## src/rtl/bcd_led_pkg.sv

```systemverilog
// Purpose : shared constants for the multiplexed BCD seven-segment driver.
//           Segment words are active-low, bit0=a .. bit6=g.
// Contents: SEG_BLANK, SEG_DASH, SEG_TABLE (16 entries indexed by 4-bit code).
package bcd_led_pkg;

   localparam logic [6:0] SEG_BLANK = 7'b1111111;
   localparam logic [6:0] SEG_DASH  = 7'b0111111;

   // Entry k lives at SEG_TABLE[k]; codes 10..15 are not BCD and show a dash.
   localparam logic [15:0][6:0] SEG_TABLE = {
      {6{SEG_DASH}},
      7'b0010000,   // 9
      7'b0000000,   // 8
      7'b1111000,   // 7
      7'b0000010,   // 6
      7'b0010010,   // 5
      7'b0011001,   // 4
      7'b0110000,   // 3
      7'b0100100,   // 2
      7'b1111001,   // 1
      7'b1000000    // 0
   };

endpackage

```

## src/rtl/bcd_seg_dec.sv

```systemverilog
// Purpose : combinational 4-bit code to active-low seven-segment decoder.
// Ports   : code - 4-bit BCD code (10..15 decode to a dash)
//           seg  - 7-bit active-low segments, bit0=a .. bit6=g
module bcd_seg_dec
   import bcd_led_pkg::*;
(
   input  logic [3:0] code,
   output logic [6:0] seg
);

   assign seg = SEG_TABLE[code];

endmodule

```

## src/rtl/bcd_scan_led.sv

```systemverilog
// Purpose : time-multiplexed driver for N_DIGITS common-anode seven-segment
//           displays with frame-synchronous loading, leading-zero blanking,
//           per-digit blink and a global dark control.
// Ports   : CLK        - clock, all state on rising edge
//           RST        - synchronous active-high reset
//           DIGITS     - BCD digits, digit i on [4i+3:4i]
//           LOAD       - one-cycle strobe capturing DIGITS
//           BLANK_LZ   - leading-zero blanking enable
//           BLINK_MASK - per-digit blink enable
//           OFF        - force all displays dark
//           LED        - registered active-low segments (bit0=a .. bit6=g)
//           AN         - registered active-low digit enables
//           FRAME      - one-cycle pulse after each frame boundary
module bcd_scan_led
   import bcd_led_pkg::*;
#(
   parameter int N_DIGITS     = 4,
   parameter int SCAN_DIV     = 1000,
   parameter int BLINK_FRAMES = 32
) (
   input  logic                    CLK,
   input  logic                    RST,
   input  logic [4*N_DIGITS-1:0]   DIGITS,
   input  logic                    LOAD,
   input  logic                    BLANK_LZ,
   input  logic [N_DIGITS-1:0]     BLINK_MASK,
   input  logic                    OFF,
   output logic [6:0]              LED,
   output logic [N_DIGITS-1:0]     AN,
   output logic                    FRAME
);

   localparam int PRESC_W = (SCAN_DIV > 1)     ? $clog2(SCAN_DIV)     : 1;
   localparam int IDX_W   = (N_DIGITS > 1)     ? $clog2(N_DIGITS)     : 1;
   localparam int BLINK_W = (BLINK_FRAMES > 1) ? $clog2(BLINK_FRAMES) : 1;

   logic [PRESC_W-1:0]          presc;
   logic [IDX_W-1:0]            idx;
   logic [N_DIGITS-1:0][3:0]    pending;
   logic [N_DIGITS-1:0][3:0]    display;
   logic [BLINK_W-1:0]          blink_cnt;
   logic                        phase;

   logic                        scan_tick;
   logic                        frame_edge;
   logic [N_DIGITS-1:0]         lz;
   logic                        zero_run;
   logic [3:0]                  cur_code;
   logic [6:0]                  dec_seg;
   logic                        blank_cur;

   logic [6:0]                  led_p1;
   logic [N_DIGITS-1:0]         an_p1;
   logic                        frame_p1;

   assign scan_tick  = (presc == PRESC_W'(SCAN_DIV - 1));
   assign frame_edge = scan_tick && (idx == IDX_W'(N_DIGITS - 1));

   // Scan timing, frame-synchronous display update and blink phase.
   always_ff @(posedge CLK) begin
      if (RST) begin
         presc     <= '0;
         idx       <= '0;
         pending   <= '0;
         display   <= '0;
         blink_cnt <= '0;
         phase     <= 1'b0;
      end else begin
         presc <= scan_tick ? '0 : presc + PRESC_W'(1);
         if (scan_tick)
            idx <= (idx == IDX_W'(N_DIGITS - 1)) ? '0 : idx + IDX_W'(1);
         if (LOAD)
            pending <= DIGITS;
         // A LOAD on the boundary cycle bypasses pending so it shows this frame.
         if (frame_edge)
            display <= LOAD ? DIGITS : pending;
         if (frame_edge) begin
            if (blink_cnt == BLINK_W'(BLINK_FRAMES - 1)) begin
               blink_cnt <= '0;
               phase     <= ~phase;
            end else begin
               blink_cnt <= blink_cnt + BLINK_W'(1);
            end
         end
      end
   end

   // Digit i>0 is a leading zero when it and every higher digit are zero.
   always_comb begin
      lz       = '0;
      zero_run = 1'b1;
      for (int i = N_DIGITS - 1; i >= 0; i--) begin
         zero_run = zero_run && (display[i] == 4'd0);
         if (i > 0)
            lz[i] = zero_run;
      end
   end

   assign cur_code  = display[idx];
   assign blank_cur = (BLANK_LZ && lz[idx]) || (phase && BLINK_MASK[idx]);

   bcd_seg_dec u_dec (
      .code (cur_code),
      .seg  (dec_seg)
   );

   // Output register stage: LED and AN update together from the same slot.
   always_ff @(posedge CLK) begin
      if (RST) begin
         led_p1   <= SEG_BLANK;
         an_p1    <= '1;
         frame_p1 <= 1'b0;
      end else begin
         frame_p1 <= frame_edge;
         if (OFF) begin
            led_p1 <= SEG_BLANK;
            an_p1  <= '1;
         end else begin
            led_p1 <= blank_cur ? SEG_BLANK : dec_seg;
            an_p1  <= ~(N_DIGITS'(1) << idx);
         end
      end
   end

   assign LED   = led_p1;
   assign AN    = an_p1;
   assign FRAME = frame_p1;

endmodule

```

## config.mk

```make
export PLATFORM = sky130hd
export DESIGN_NAME = bcd_scan_led
export DESIGN_NICKNAME = d
export VERILOG_FILES = /design/src/rtl/bcd_led_pkg.sv /design/src/rtl/bcd_seg_dec.sv /design/src/rtl/bcd_scan_led.sv
export SDC_FILE = /design/constraint.sdc
export NUM_CORES = 1
export LEC_CHECK = 0
export CAP_MARGIN = 0
export CORE_ASPECT_RATIO = 1.2
export CORE_MARGIN = 5
export CORE_UTILIZATION = 25
export DETAILED_ROUTE_END_ITERATION = 8
export SYNTH_ARGS = -nofsm -noshare
export SYNTH_HDL_FRONTEND = slang
export SYNTH_SLANG_ARGS = --single-unit
```

## constraint.sdc

```tcl
create_clock -name CLK -period 2.6 [get_ports CLK]
set_input_delay 0.26 -clock CLK [delete_from_list [all_inputs] [get_ports CLK]]
set_output_delay 0.26 -clock CLK [all_outputs]
set_load 0.02 [all_outputs]
```

Word-level counts from Yosys, hierarchy flattened
Memories as Yosys holds them, arrays and structs flattened. A register that Yosys moved wholly into a read port is not among the register bits.
Index checks and enable logic that the tools add are counted.
{ "totals": {"register_bits": 55, "romBits": 112, "in_bits": 25, "out_inout_bits": 12, "wordCells": 47, "memories": 1} }
{ "mem_list": {"columns": ["name", "words", "word_bits", "read_ports", "rd_ports_with_merged_regs", "write_ports", "line_no", "rtl"], "rows": [
  ["(no name shown)", 16, 7, 1, 1, 0, "bcd_seg_dec.sv:11", "assign seg = SEG_TABLE[code];"]
]} }
{ "op_classes": {"n_addsub": 3, "n_lt_le_gt_ge": 1, "eq_ne": 3, "shift": 1, "n_mux": 9, "bitwise_logic": 2, "reduce_logical": 13} }
{ "ops": {"columns": ["operator", "n"], "rows": [
  ["two-way mux 16 bit", 1],
  ["zero test 4 bit", 3],
  ["adder 10 x 1 -> 10 bit, second input constant", 1],
  ["== test 10 bit, second input constant", 1],
  ["binary-select mux 4 bit (select 2 bit)", 1],
  ["adder 5 x 1 -> 5 bit, second input constant", 1],
  ["== test 5 bit, second input constant", 1],
  ["logical AND 1 bit", 5],
  ["two-way mux 5 bit", 1],
  ["binary-select mux 1 bit (select 2 bit)", 2],
  ["two-way mux 4 bit", 1],
  ["NOT 4 bit", 1],
  ["OR reduction 2 bit", 2],
  ["<< shifter 1 x 2 -> 4 bit, first input constant", 1],
  ["less-than comparator 2 x 3 -> 1 bit, second input constant", 1],
  ["OR reduction 3 bit", 1],
  ["adder 2 x 1 -> 2 bit, second input constant", 1],
  ["== test 2 bit, second input constant", 1],
  ["two-way mux 1 bit", 2],
  ["two-way mux 2 bit", 1],
  ["AND reduction 2 bit", 1],
  ["logical OR 1 bit", 1],
  ["NOT 1 bit", 1]
]} }

Longest topological paths before layout
{ "logic_depth": {"word_depth": 8, "mapped_depth": 8, "ltp_nobuf": 7} }

By module
Synthesis repeated with hierarchy kept, for this count alone.
{ "unflattened": {"hier_cells": 276, "area_unflattened_um2": 2671.3} }
{ "modules_own_cells": {"columns": ["mod", "n_inst", "cells_per_inst", "area_each_um2", "seq_area_each_um2"], "rows": [
  ["bcd_scan_led", 1, 245, 2441.1, 1241.2],
  ["bcd_seg_dec", 1, 31, 230.2, 0.0]
]} }

Worst setup path after synthesis
No wires, ideal clock.
{ "synth_timing": {"path_kind": "flip-flop to flip-flop", "start": "register idx[0]", "end": "register led_p1[4], in the netlist LED[4]", "setup_time_ns": 0.121, "t_arrival_ns": 1.774, "required_time_ns": 2.479, "setup_slack_ns": 0.705, "stages_incl_launch_ff": 9, "n_path_buf": 1, "synth_period_minus_slack_ns": 1.895, "cell_sequence": "dfxtp_1 -> buf_6 -> mux4_2 -> inv_1 -> ha_1 -> inv_1 -> mux2_4 -> o2bb2ai_1 -> nand2_1"} }
{ "synth_via": {"elab_chain_cells": 5, "elab_cells_between_ends": 10, "classes_between": "mux (6); reduce/logical (4)"} }
{ "synth_lines": {"columns": ["item", "line_no", "rtl"], "rows": [
  ["start: declaration", "bcd_scan_led.sv:38", "logic [IDX_W-1:0] idx;"],
  ["start signal: assignment", "bcd_scan_led.sv:71", "idx <= (idx == IDX_W'(N_DIGITS - 1)) ? '0 : idx + IDX_W'(1);"],
  ["binary-select mux 1 bit (select 2 bit)", "bcd_scan_led.sv:100", "assign blank_cur = (BLANK_LZ && lz[idx]) || (phase && BLINK_MASK[idx]);"],
  ["two-way mux 1 bit (implied by the code)", "bcd_scan_led.sv:100", null],
  ["logical AND 1 bit", "bcd_scan_led.sv:100", null],
  ["logical OR 1 bit", "bcd_scan_led.sv:100", null],
  ["OR reduction 3 bit (no source line)", null, null],
  ["end: declaration", "bcd_scan_led.sv:52", "logic [6:0] led_p1;"]
]} }
Several ways; a longest one is shown, not always the timed one. The select of a mux whose other input is x is not followed.
A chain may end at the register's enable or synchronous reset.

Final worst setup path
Same ends and word-level chain as after synthesis.

==> out/qor.yml <==
status: "finished clean"
yosys_most_used_dff: "dfxtp_1"
worst_pin_slew_ns: 0.444
synth_edf_count: 0
io_pins: 37
post-route-period-util_pct: 74.8
ctsHoldBuffers: 0
h-tree-depth: 3
post_cts_resized: 0
r2r_slack_ns: 0.65
worst_slack_ns: 0.655
startpoint: "idx[0]"
hold_violations: 0
post_synth_instance_area_sq_um: 2720
cts_root_buf: "clkbuf_16"
max_freq_ghz: 0.514
diodes: 0
hpwlAfterDp_um: 4000
place_area_sq_um: 3210
dieArea_sq_um: 13100
final.setup.tns_ns: 0
drt-vias-per-instance: 4.35
overflow: 0
drv_cap: 0
synth_top_family_by_area: "simple AND/OR/NAND/NOR gates"
path_clk_slew_ns: 0.06
synth_xor_xnor_area_share_pct: 2.90
rsz0062_at_grt: "no"
mostFrequentLayoutCells: "dfxtp_1, clkdlybuf4s50_1, nor2_1"
avgSynthCellArea_sq_um: 9.63
synth-seq-cells: 62
synthDistinctLibCells: 38
hp-class: "flip-flop to flip-flop"
netlist_instances: 282
p_per_area_nw_per_um2: 675
grt_max_degree: 45
numCtsBuffers: 9
cp_common_cell: "inv_1"
muxShareOfSynthArea_pct: 16.9
period_minus_slack_ns: 1.95
gp_congestion: 0.794
drv_slew: 0
postRouteWirelength_um: 5450
cp_cell_sequence: "mux4_2 > inv_1 > ha_1 > inv_1 > mux2_4 > o2bb2ai_1 > nand2_1"
num_vias: 1978
drive_gt1_share_pct: 8.28
end_kind: "flip-flop"
ys.warnings.count: 0
syn-num-nets: 319
r2r_start: "idx[0]"
crit_slowest_cell: "mux4_2"
synth-seq-area-share_pct: 45.7
fillers: 1075
seqCellArea_sq_um: 1240
drt_iter0_drc: 83
peakVddDrop_uv: 209
cp_slowest_stage_delay_ns: 0.61
multi_input_area_sq_um: 1330
clock_latency_ns: 0.34
track_usage_pct: 9.19
synthSimpleGateAreaFrac_pct: 18.7
final_core_util_pct: 33.4
crit_buf_inv: 2
detail-route-antenna-nets: 0
critPathTopFamily: "multiplexers"
cp-endpoint: "LED[4]"
slew-limit-headroom_pct: 70.4
die_w_um: 105
area_delta_synth_final_pct: 30.1
synth-adder-area-share_pct: 5.53
row_count: 41
worstPathMaxFanout: 6
cts_tree: "built"
clock_sinks: 62
critical_path.startpoint_type: "flip-flop"
worstPathArrival_ns: 2.17
drcViolationCount: 0
ys_async_sr_fraction_pct: 0
p_leak_uw: 0.00135
wl_per_cell_um: 12.0
critPathKind: "flip-flop to flip-flop"
cp.depth: 7
final_common_cell: "dfxtp_1"
fin_skew_ns: 0.00762
cts_buffer_depth: 2
coreArea_sq_um: 10600
postCtsSetupRepairBufs: 0
initial_core_util_pct: 25.7
setup_viol: 0
final_cell_area_sq_um: 3530
numPortBuffers: 36
r2r_cells: 7
required_ns: 2.82
synth_compound_area_share_pct: 4.88
pre_cts_ws_ns: 0.628
r2r_end: "LED[4]"
dr.pass1.iters: 4
grt_pass1_wl_um: 9270
grt_pass1_vias: 1967
antenna_found_initial: 0
die_h_um: 124
fin_nets: 358
## routing by layer
layer	GRT usage (%)	up-vias	wire, um	share of wire, %
met4	6.24	0	116	2.1
li1	-	1019	-	-
met5	0	-	0	0
met1	10.3	918	2470	45
met3	3.73	8	337	6.2
met2	14.3	33	2530	46
## power breakdown
part	internal [uW]	switching [uW]
registers	976	7.57
clock network	860	421
logic	65.4	56.3
## Yosys cell counts (3+ instances only)
cell	instances	area share, %
a21oi_1	11	2.0
and3_1	3	0.69
buf_2	4	0.74
clkbuf_1	7	0.97
dfxtp_1	62	46
ha_1	12	5.5
inv_1	24	3.3
mux2i_1	33	12
mux4_2	5	4.1
nand2_1	17	2.3
nand3_1	3	0.55
nor2_1	35	4.8
nor2b_1	18	4.1
nor3_1	4	0.74
o21ai_0	5	0.92
o21ai_1	3	0.55
xnor2_1	6	1.9
xor2_1	3	0.97
## sequential cells by signal, indices dropped and copies added, names as in the netlist
signal     count
presc         10
phase          1
blink_cnt      5
FRAME          1
AN             4
display       16
pending       16
idx            2
LED            7
## worst min-delay path: stages, from the launching register on
cell and delay, ns:
dfxtp_1 0.31, nand2_1 0.05, a21oi_1 0.05
## stage by stage
stage	power, uW	std cells	hold WS, ns
global placement	1130	439	0.430
CTS	2430	455	0.459
global route	2490	455	0.471
floorplan	1060	282	0.405
finish	2390	455	0.459
detailed placement	1130	439	0.438
## cell type report
cell class / count / share of cell area [%]
multi-input cells: 184 / 37.6
flip-flops and latches: 62 / 35.1
repair buffers: 40 / 11.0
clock buffers: 10 / 6.76
well taps: 129 / 4.57
inverters: 24 / 2.55
clock inverters: 6 / 2.41
## worst min path at each step
stage / endpoint / cells past startpoint / slack [ns] / from
6_report: blink_cnt[4] / 2 / 0.46 / blink_cnt[4]
4_1_cts: blink_cnt[4] / 2 / 0.46 / blink_cnt[4]
3_3_place_gp: presc[0] / 1 / 0.43 / presc[0]
5_1_grt: presc[0] / 1 / 0.47 / presc[0]
3_5_place_dp: presc[0] / 1 / 0.44 / presc[0]
2_1_floorplan: AN[0] / 2 / 0.41 / OFF
## cells by family (layout without fill, tap and decap cells)
| logic type | after synthesis | in the layout |
|---|---|---|
| and+or+nand+nor | 100 | 100 |
| AOI/OAI and AO/OA | 24 | 24 |
| buffers and inverters | 36 | 80 |
| DFF | 62 | 62 |
| muxes | 39 | 39 |
| adders and majority gates | 12 | 12 |
| xor gates and xnor gates | 9 | 9 |
Power figures use the tool's default switching activity.
